### config.mk
export PLATFORM = sky130hd
export DESIGN_NAME = dmem_arbiter
export DESIGN_NICKNAME = d
export VERILOG_FILES = /design/src/rtl/dmem_arbiter.sv
export SDC_FILE = /design/constraint.sdc
export NUM_CORES = 1
export LEC_CHECK = 0
export CORE_AREA = 2 2 92 94
export DETAILED_ROUTE_END_ITERATION = 12
export DIE_AREA = 0 0 94 96
export PLACE_DENSITY = 0.85
export RECOVER_POWER = 25
export SYNTH_ARGS = -nofsm -noshare
export SYNTH_HDL_FRONTEND = slang
export SYNTH_SLANG_ARGS = --single-unit
### constraint.sdc
create_clock -name clk -period 5.8 [get_ports clk]
set_clock_uncertainty 0.15 [all_clocks]
set_input_delay 1.16 -clock clk [delete_from_list [all_inputs] [get_ports clk]]
set_output_delay 1.16 -clock clk [all_outputs]
set_load 0.01 [all_outputs]
### src/rtl/dmem_arbiter.sv
// dmem_arbiter: shares the single-ported 4-lane data memory between the CPU
// execute stage (default priority) and a host/debug port. A wait counter
// bounds host starvation and host_lock lets the host hold the memory for
// short bursts. The CPU is stalled on any cycle it requests and loses.
// Optional build macro DMEM_ARB_STATS_EN adds the stall_count and host_beats
// saturating statistics outputs.
module dmem_arbiter #(
  parameter int AW        = 8,
  parameter int DW        = 32,
  parameter int MAX_WAIT  = 4,
  parameter int MAX_BURST = 8
) (
  input  logic          clk,
  input  logic          rstd,
  input  logic          cpu_req,
  input  logic [AW-1:0] cpu_addr,
  input  logic [DW-1:0] cpu_wdata,
  input  logic [3:0]    cpu_wren,
  output logic          cpu_stall,
  output logic [DW-1:0] cpu_rdata,
  input  logic          host_req,
  input  logic          host_lock,
  input  logic [AW-1:0] host_addr,
  input  logic [DW-1:0] host_wdata,
  input  logic [3:0]    host_wren,
  output logic          host_ack,
  output logic [DW-1:0] host_rdata,
  output logic          host_rvalid,
  output logic [AW-1:0] mem_addr,
  output logic [DW-1:0] mem_wdata,
  output logic [3:0]    mem_wren,
  input  logic [DW-1:0] mem_rdata
`ifdef DMEM_ARB_STATS_EN
  ,
  output logic [15:0]   stall_count,
  output logic [15:0]   host_beats
`endif
);

  localparam int LANES = 4;
  localparam int LW    = DW / LANES;
  localparam logic [3:0] MAX_WAIT_C  = 4'(MAX_WAIT);
  localparam logic [3:0] MAX_BURST_C = 4'(MAX_BURST);

  typedef enum logic [1:0] {
    OWN_NONE = 2'd0,
    OWN_CPU  = 2'd1,
    OWN_HOST = 2'd2
  } owner_t;

  owner_t     owner_reg;
  logic [3:0] wait_cnt_reg;
  logic [3:0] burst_cnt_reg;

  logic force_host;
  logic burst_ok;
  logic host_grant;
  logic cpu_grant;

  // Grant decision: CPU by default, host when alone, starved or continuing a locked burst.
  // Nothing is granted while reset is held so no write can slip through.
  always_comb begin
    force_host = (wait_cnt_reg == MAX_WAIT_C);
    burst_ok   = (owner_reg == OWN_HOST) && host_lock && (burst_cnt_reg < MAX_BURST_C);
    host_grant = rstd && host_req && (!cpu_req || force_host || burst_ok);
    cpu_grant  = rstd && cpu_req && !host_grant;
  end

  assign cpu_stall = rstd && cpu_req && !cpu_grant;
  assign host_ack  = host_grant;
  assign cpu_rdata = mem_rdata;

  // Address mux toward the lanes; idle cycles park the address at 0.
  always_comb begin
    mem_addr = '0;
    if (host_grant) begin
      mem_addr = host_addr;
    end else if (cpu_grant) begin
      mem_addr = cpu_addr;
    end
  end

  // Per-lane data and write-enable steering; an ungranted lane stays read-only.
  for (genvar gi = 0; gi < LANES; gi++) begin : g_lane
    assign mem_wdata[gi*LW +: LW] = host_grant ? host_wdata[gi*LW +: LW] :
                                    cpu_grant  ? cpu_wdata[gi*LW +: LW]  : '0;
    assign mem_wren[gi]           = host_grant ? host_wren[gi] :
                                    cpu_grant  ? cpu_wren[gi]  : 1'b1;
  end

  // Ownership, starvation and burst bookkeeping plus the host read-data register.
  always_ff @(posedge clk or negedge rstd) begin
    if (!rstd) begin
      owner_reg     <= OWN_NONE;
      wait_cnt_reg  <= '0;
      burst_cnt_reg <= '0;
      host_rdata    <= '0;
      host_rvalid   <= 1'b0;
    end else begin
      if (host_grant) begin
        owner_reg <= OWN_HOST;
      end else if (cpu_grant) begin
        owner_reg <= OWN_CPU;
      end else begin
        owner_reg <= OWN_NONE;
      end

      if (host_grant || !host_req) begin
        wait_cnt_reg <= '0;
      end else if (wait_cnt_reg < MAX_WAIT_C) begin
        wait_cnt_reg <= wait_cnt_reg + 4'd1;
      end

      if (host_grant) begin
        burst_cnt_reg <= burst_ok ? burst_cnt_reg + 4'd1 : 4'd1;
      end else begin
        burst_cnt_reg <= '0;
      end

      if (host_grant) begin
        host_rdata <= mem_rdata;
      end
      host_rvalid <= host_grant;
    end
  end

`ifdef DMEM_ARB_STATS_EN
  // Saturating counts of CPU stall cycles and committed host beats.
  always_ff @(posedge clk or negedge rstd) begin
    if (!rstd) begin
      stall_count <= '0;
      host_beats  <= '0;
    end else begin
      if (cpu_stall && (stall_count != 16'hffff)) begin
        stall_count <= stall_count + 16'd1;
      end
      if (host_ack && (host_beats != 16'hffff)) begin
        host_beats <= host_beats + 16'd1;
      end
    end
  end
`endif

endmodule

* After elaboration in Yosys (flattened, before gate mapping) *
Index checks and enable logic that the tools add are counted.

storage, ports and cells
  register bits after elaboration = 43
  input bits = 125
  word-level logic and storage cells = 50

cells by class
  add/subtract/negate cells = 2
  $lt $le $gt $ge = 2
  equal/unequal tests = 2
  multiplexer cells = 24
  reduce and logical (&&, ||, !) cells = 15

operators with widths
  cell                 number
  $mux 8               10
  $mux 4               4
  $mux 1               9
  $add 4x1->4 const B  2
  $logic_and 1x1->1    7
  $eq 4x3->1 const B   1
  $logic_not 1->1      4
  $lt 4x3->1 const B   1
  $lt 4x4->1 const B   1
  $logic_or 1x1->1     3
  $eq 2x2->1 const B   1
  $mux 2               1
  $reduce_bool 2->1    1

* Logic depth before layout (Yosys ltp) *
  depth after elaboration = 9
  gate-level depth with buffers = 7
  gate-level depth less buffers = 5

* Least setup slack after synthesis *
Ideal clock, no wire load.

  kind = input to output
  start = input host_lock
  end = output mem_wren[2]
  arrival time = 2.161 ns
  slack = 2.329 ns
  cell stages on the path = 4
  buffers on the path = 1
  cells stage by stage = nand4bb_4 -> a31oi_4 -> buf_6 -> mux2_2

between the ends
  word-level cells in the longest chain between the ends = 8

RTL lines
  what                                 RTL line  text
  start: declaration                   22        input logic host_lock,
  $logic_and 1x1->1 (*) (2 in series)  64        burst_ok = (owner_reg == OWN_HOST) && host_lock && (burst_cnt_reg < MAX_BURST_C);
  $logic_or 1x1->1 (*)                 65        host_grant = rstd && host_req && (!cpu_req || force_host || burst_ok);
  $logic_and 1x1->1 (*)                65
  $logic_not 1->1                      66        cpu_grant = rstd && cpu_req && !host_grant;
  $logic_and 1x1->1                    66
  $mux 1                               88        cpu_grant ? cpu_wren[gi] : 1'b1;
  $mux 1 (*)                           87        assign mem_wren[gi] = host_grant ? host_wren[gi] :
  end: declaration                     31        output logic [3:0] mem_wren,

Mark *: on every way between the ends. The rest lies on a longest branch, timed or not.

* Worst setup path in the final report *
  start = input rstd
  end = output mem_wren[0]

between the ends
  word-level cells in the longest chain between the ends = 6
  elaborated cells between the ends (all ways) = 7

RTL lines
  what                             RTL line  text
  start: declaration               14        input logic rstd,
  $logic_and 1x1->1 (2 in series)  65
  $logic_not 1->1                  66
  $logic_and 1x1->1                66
  $mux 1                           88
  $mux 1 (*)                       87

Marks and branches as above.

==> results.md <==
* Status: complete, but fails checks
* Failing checks: capacitance limit, slew limit
* Max-slew headroom at -0.06317
* NumNets Final at between 600 and 700
* Slowest CP cell: clkbuf_1
* Peak supply drop at a little over 0.09 mV
* Largest register FFs at 32
* Unique masters post-synth at 26
* IO Pins at about 240
* Total track usage at 0.1787
* Commonest non-fill, non-tap cell in the layout: clkdlybuf4s50_1
* Post-synth ARST share at 1.000
* Area growth from synthesis to layout at 84.05%
* Post-detail-place hpwl at between 6 and 7 mm
* Power Density at about 190 mW/mm2
* Crit path max fanout at 40
* Worst Path Arrival at between 3000 and 4000 ps
* Die Width at approximately 94 um
* H-tree Lvls at 2
* Synth top area share at 0.3940
* Int Power at about 680 uW
* Routed WL at 8.518 mm
* Placed Cells at 584
* Cell family with most CP delay: buffers and inverters
* Critical Path, Cell by Cell: clkbuf_1, nand2_1, a31oi_4, buf_12, mux2_2, clkdlybuf4s50_1
* Top post-synthesis cells by area: dfrtp_1 39%, mux2_2 15%, nand2_1 12%
* Vias in the first global route at around 2800
* Pins Over Slew Limit at 33
* Top FF cell, synth: dfrtp_1
* Sw Pwr at around 260 uW
* Worst Tran Pin Value at around 1600 ps
* Max-cap violations at 1
* Final Cycle Share at 0.8366
* TritonRoute pass-1 iters at 5
* Clock-pin slew on the worst setup and hold paths at around 70 ps
* CP startpoint kind: input port
* Pleak at 1.889 nW
* Worst Path Required at 4490 ps
* CTS Buffer Depth at 2
* Cell Area, Placed at between 0.004 and 0.005 mm2
* Switch share at 0.2765
* CORE AREA at roughly 0.0081 mm2
* Final ANT Viol Nets at 0
* Initial antenna violation count at 0
* Register bit total from synthesis at between 40 and 50
* Final hold vios at 0
* DR WL/cell at between 10 and 15 um
* Initial Util at 0.3313
* TritonCTS clock tree: done
* Setup violators final at 0
* Syn avg cell area at approximately 9.1 um2
* Clock Latency Late Sink at 290 ps
* Post-CTS setup buffer count at 0
* Post-Syn Nets at 421
* Via count at around 2800
* Worst setup path class: input port to output port
* Setup TNS Final at 0 ps
* Cell count after synthesis at approximately 290
* Port bufs at 235
* Synth area leader: dfrtp_1
* Layout cells sized above 1 at 0.1027
* Crit path time final at 4852 ps
* Post-route cell area at roughly 0.0049 mm2
* Crit. End Element: output port
* Post-cts sizing count at 0
* Share of power burned in the clock network at 0.190
* Num CTS Buffers at 5
* Starting DRC count in detailed routing at approximately 110
* Row count at 33
* Post-Syn Area at approximately 0.0027 mm2
* DR vias/cell at 4.769
* Pin count of the biggest net entering global routing at 46
* Buf+Inv Stages, Crit Path at 3
* Hold-fix buffers, CTS at 0
* CTS Root Cell: clkbuf_8
* Die H at between 90 and 100 um
* Synth Warn # at 0
* CTS sink count at 42
* Total gr overflow at 0
* Most frequent cells in the layout: 232 x clkdlybuf4s50_1, 85 x nand2_1, 42 x dfrtp_1
* Final Non-Filler Cells at between 500 and 600
* Sequential share of the synthesized area at 0.3940
* First-pass GRT wire length at 12.79 mm
* ANT cells at 0
* Max Fclk at 0.2061 GHz
* DR DRC count at 0
* RD Place Congestion at between 0.8 and 0.9
* Gate power share at 0.422
* Slowest stage delay, CP at ~600 ps
* Post-synth EDFFs at 0
* RSZ-0062 raised after global routing: no
* Min-delay worst type: flip-flop to flip-flop
* Reg power frac at 0.388
* Die area at between 0.009 and 0.01 mm2
[per-stage QoR]
step                hold slack [ps]  power [mW]  worst slack [ps]  utilization
global route                  349.5      0.9891             695.0       0.6098
detailed placement            334.3      0.7727              1048       0.5997
global placement              325.8      0.7608              1060       0.5997
floorplan                     309.2      0.5205              2329            -
CTS                           344.5      0.9534              1045       0.6104
finish                        338.4      0.9389             948.0       0.6098
[synth_stat cells, drive strengths merged (2+ instances only)]
cell type and instances:
nand2 85, buf 43, dfrtp 42, o22ai 40
mux2 36, clkbuf 12, nand2b 4, and2 3
ha 3, inv 3, nor2 3, a21oi 2
and3 2, nand3 2, nor2b 2, o21ai 2
xnor2 2
[per-layer routing]
metal | up-vias | global-route usage | share of wire
met4 | 0 | 0.06884 | 0.027
met2 | 163 | 0.3369 | 0.51
li1 | 1366 | - | -
met5 | - | 0 | 0
met1 | 1280 | 0.1877 | 0.36
met3 | 14 | 0.05090 | 0.11
[power groups by stage]
stage,combinational (mW),clock (mW),sequential [mW]
floorplan,0.130,0,0.391
global placement,0.394,0,0.367
detailed placement,0.401,0,0.372
CTS,0.402,0.186,0.366
global route,0.423,0.194,0.372
finish,0.396,0.178,0.365
[area by class of cell]
cell class | count | area [um2]
multi-input combinational | 193 | 1230
clock buffer | 6 | 72.57
inverter | 3 | 11.26
timing repair buffer | 241 | 2400
fill | 692 | 3142
sequential | 42 | 1051
clock inverter | 2 | 13.76
tap | 105 | 131.4
[kinds of logic (layout without fill, tap and decap cells)]
family | after synthesis | count (layout) | synth area share
DFF | 42 | 42 | 0.3940
adders and majority gates | 3 | 3 | 0.01407
and+or+nand+nor | 104 | 104 | 0.1703
xor gates and xnor gates | 2 | 2 | 0.006568
buffers and inverters | 58 | 252 | 0.1449
AOI/OAI and AO/OA | 48 | 48 | 0.1182
muxes | 36 | 36 | 0.1520
[final timing paths]
path / slack, ps / from / depth (start not counted) / end
max in group asynchronous: 2770 / rstd / 2 / host_rdata[6]
setup / recovery: 950 / rstd / 6 / mem_wren[0]
setup reg to reg: 3390 / wait_cnt_reg[0] / 6 / host_rdata[11]
min in group asynchronous: 780 / rstd / 1 / wait_cnt_reg[1]
hold / removal: 340 / burst_cnt_reg[0] / 1 / burst_cnt_reg[0]
hold reg to reg: 340 / burst_cnt_reg[0] / 1 / burst_cnt_reg[0]
Power figures use the tool's default switching activity.
